### src/rtl/fifo_read_valid_ready_adapter.sv
// Drains a read_enable/empty FIFO into a valid-ready source; first word valid 2 cycles after issue.
// Backpressure holds a 2-entry buffer; new reads issue only when buffered + in-flight words stay <= 2.
module fifo_read_valid_ready_adapter #(
    parameter int WIDTH = 8
) (
    input  logic             clock,
    input  logic             reset,
    output logic             fifo_read_enable,
    input  logic [WIDTH-1:0] fifo_read_data,
    input  logic             fifo_empty,
    output logic [WIDTH-1:0] read_data,
    output logic             read_valid,
    input  logic             read_ready,
    output logic             idle
);
    localparam int BUFFER_DEPTH = 2;

    logic [WIDTH-1:0] storage_q [BUFFER_DEPTH];
    logic [1:0]       occupancy_q;
    logic [1:0]       occupancy_d;
    logic             inflight_q;
    logic             head_q;
    logic             tail_q;
    logic             pop;

    assign pop = read_valid & read_ready;

    // Words already owned by the buffer after this edge; the in-flight word must always have a slot.
    assign occupancy_d = occupancy_q + {1'b0, inflight_q} - {1'b0, pop};

    assign fifo_read_enable = ~reset & ~fifo_empty & (occupancy_d < 2'd2);

    assign read_valid = (occupancy_q != 2'd0);
    assign read_data  = storage_q[head_q];
    assign idle       = ~read_valid & ~inflight_q & fifo_empty;

    always_ff @(posedge clock) begin
        if (reset) begin
            occupancy_q <= 2'd0;
            inflight_q  <= 1'b0;
            head_q      <= 1'b0;
            tail_q      <= 1'b0;
        end else begin
            occupancy_q <= occupancy_d;
            inflight_q  <= fifo_read_enable;
            if (inflight_q) tail_q <= ~tail_q;
            if (pop)        head_q <= ~head_q;
        end
    end

    always_ff @(posedge clock) begin
        if (!reset && inflight_q) storage_q[tail_q] <= fifo_read_data;
    end

    occupancy_bound: assert property (@(posedge clock) disable iff (reset) occupancy_q <= 2'd2);
endmodule

### config.mk
export PLATFORM = sky130hd
export DESIGN_NAME = fifo_read_valid_ready_adapter
export DESIGN_NICKNAME = d
export VERILOG_FILES = /design/src/rtl/fifo_read_valid_ready_adapter.sv
export SDC_FILE = /design/constraint.sdc
export NUM_CORES = 1
export LEC_CHECK = 0
export CAP_MARGIN = 40
export CORE_MARGIN = 3
export CORE_UTILIZATION = 40
export DETAILED_ROUTE_END_ITERATION = 7
export GPL_TIMING_DRIVEN = 0
export PLACE_DENSITY = 0.68
export SLEW_MARGIN = 10
export SYNTH_ARGS = -nofsm -noshare
export SYNTH_HDL_FRONTEND = slang
export SYNTH_SLANG_ARGS = --single-unit
export TNS_END_PERCENT = 1
### constraint.sdc
create_clock -name clock -period 2.3 [get_ports clock]
set_clock_uncertainty 0.15 [all_clocks]
set_input_delay 0.23 -clock clock [delete_from_list [all_inputs] [get_ports clock]]
set_output_delay 0.23 -clock clock [all_outputs]
set_load 0.05 [all_outputs]
==> qor.yml <==
run_status:
  status: "finished, violations left"
  violations: "negative setup slack"
timing:
  finalCritPeriodShare_pct: 101
  max_slew_margin_pct: 60.4
  final.setup.tns_ns: -0.0155
  maxSlewViolCount: 0
  worst_slack_ns: -0.0155
  timing.hold.ws_ns: 0.0683
  rsz0062_at_grt: "true"
  hold_viol_final: 0
  fmax_ghz: 0.432
  fin_crit_ns: 2.32
  tightest_slew_ns: 0.593
  setup_viol: 1
synthesis:
  syn_avg_cell_area_sq_um: 16.5
  synth-seq-cells: 22
  synth_area_sq_um: 860
  yosysTopAreaCell: "edfxtp_1"
  synth_nets: 66
  synth_cell_type_count: 15
  synthTopCellsByArea: "edfxtp_1, dfxtp_1, mux2_2"
  syn_inst: 52
  yosysWarnings: 0
  synth_top_area_share_pct: 55.9
  ys_seq_area_share_pct: 69.9
die:
  io_pins: 23
  die_area_sq_um: 2740
  die_height_um: 52.4
  fp-row-count: 16
  start_util_pct: 42.9
  fp.dieW_um: 52.4
  core-area_sq_um: 2000
detailed_routing:
  wl_mm: 1.33
  first_pass_iters: 2
  drcViolationCount: 0
  ant_nets: 0
  vias: 494
  dr.first_iter.drc_count: 1
  wire_per_inst_um: 12.5
  viasPerCell: 4.66
global_route:
  antenna_found_initial: 0
  grt_pass1_vias: 500
  grt_pass1_wl_mm: 2.15
  grt_util_all_layers_pct: 10.8
  overflow: 0
  grt_max_degree: 13
clock_tree:
  htree_levels: 1
  hold_buffers: 0
  cts_tree: "done"
  clk_pin_slew_ns: 0.11
  cts-buffers-inserted: 3
  cts.path.max_buffers: 2
  root_buffer: "clkbuf_4"
  clk_latency_ns: 0.29
  cts_setup_buffers: 0
  clkSinkCount: 22
critical_path:
  crit_type: "register to output port"
  start_kind: "register"
  crit_required_ns: 1.92
  path_max_fanout: 3
  arrival_ns: 1.94
  endpoint_kind: "output port"
worst_hold_path:
  hold_class: "input pin to register"
final_layout:
  layout.nets: 94
  layout.cells.non_filler: 106
  syn2layout_area_growth_pct: 36.1
  num_antenna_cells: 0
  fill_cells: 177
  drive_above_1_share_pct: 25.3
placed_design:
  place_congestion: 0.663
  dp_hpwl_um: 999
  io_buffers: 21
  dp_cells: 102
power:
  p_leak_nw: 0.497
  peakVddDrop_uv: 567
  power_density_nw_per_um2: 1010
run:
  max-cap-violations: 0
metrics by stage:
| stage | total power, W | worst slack (ns) | instance area [sq um] | utilization [%] |
|---|---|---|---|---|
| final | 0.00118 | -0.0155 | 1170 | 58.4 |
| after detailed placement | 0.00103 | -0.611 | 1120 | 56.1 |
| after CTS | 0.00120 | -0.0385 | 1150 | 57.4 |
| after floorplan | 0.000877 | -0.0261 | 865 | - |
| after global routing | 0.00124 | -0.122 | 1170 | 58.4 |
| after global placement | 0.00102 | -0.572 | 1110 | 55.4 |
layout by cell type, fill, tap and decap left out, drive strengths merged, types with 3 or more instances in the layout:
cell type / instances
buf: 5
clkdlybuf4s50: 11
dfxtp: 6
dlymetal6s2s: 8
mux2: 10
nor3: 3
clkbuf: 3
edfxtp: 16
cell families (layout without fill, tap and decap cells):
kind of cell               after synthesis  in the layout  share of synthesized area [%]
muxes                                   10             10                           13.1
adders and majority gates                2              2                           2.91
xor gates and xnor gates                 2              2                           3.78
and+or+nand+nor                         11             11                           7.42
buffers and inverters                    4             31                           2.04
DFF                                     22             22                           69.9
AOI/OAI and AO/OA                        1              1                          0.874
where the power goes:
part	switching (W)	internal, W
Combinational	0.000299	0.000211
Clock	0.000104	0.0000631
Sequential	0.0000227	0.000479
layout make-up:
cell class	count	area [sq um]	area share, %
plain buffers	2	10.0	0.856
clock buffers	3	22.5	1.93
clock inverters	1	3.75	0.321
inverters	2	7.51	0.642
multi-input cells	26	246	21.1
flip-flops and latches	22	601	51.3
well taps	27	33.8	2.89
repair buffers	23	245	21.0
Yosys cell counts:
cell,n
edfxtp_1,16
xnor2_1,1
o21a_1,1
dfxtp_1,6
buf_2,2
mux2_2,10
nor2_1,2
nor2b_1,2
nor3_1,3
nor3b_1,2
inv_1,2
xor3_1,1
ha_1,2
and2b_1,1
or2_2,1
repair_timing:
item                       CTS  global route
setup endpoints to repair    2             9
pin swaps                    0             0
gates resized for setup      8             8
registers in the layout (all words and copies together), names as in the netlist, named ones only:
register	cells
inflight_q	1
occupancy_q	2
tail_q	1
storage_q	16
head_q	1
critical path: stages (launching register included):
cell and delay, ns:
dfxtp_1 0.34, o21a_1 0.22, ha_1 0.27, inv_1 0.05
ha_1 0.14, xor3_1 0.28, nor3_2 0.15, buf_6 0.18
layer usage:
layer / routed length, um / GRT usage [%] / up-vias
li1: - / - / 246
met1: 503 / 11.9 / 233
met2: 709 / 18.4 / 13
met3: 97 / 3.70 / 2
met4: 15 / 5.11 / 0
met5: 0 / 0 / -
worst paths after layout:
path                        startpoint                        end  slack, ns  cells past startpoint
max          occupancy_q[0]$_SDFF_PP0_           fifo_read_enable      -0.02                      7
min                              reset  occupancy_q[0]$_SDFF_PP0_       0.07                      2
max reg2reg  occupancy_q[0]$_SDFF_PP0_  occupancy_q[1]$_SDFF_PP0_       0.57                      6
min reg2reg        tail_q$_SDFFE_PP0P_        tail_q$_SDFFE_PP0P_       0.41                      2
(Power assumes the default switching activity.)
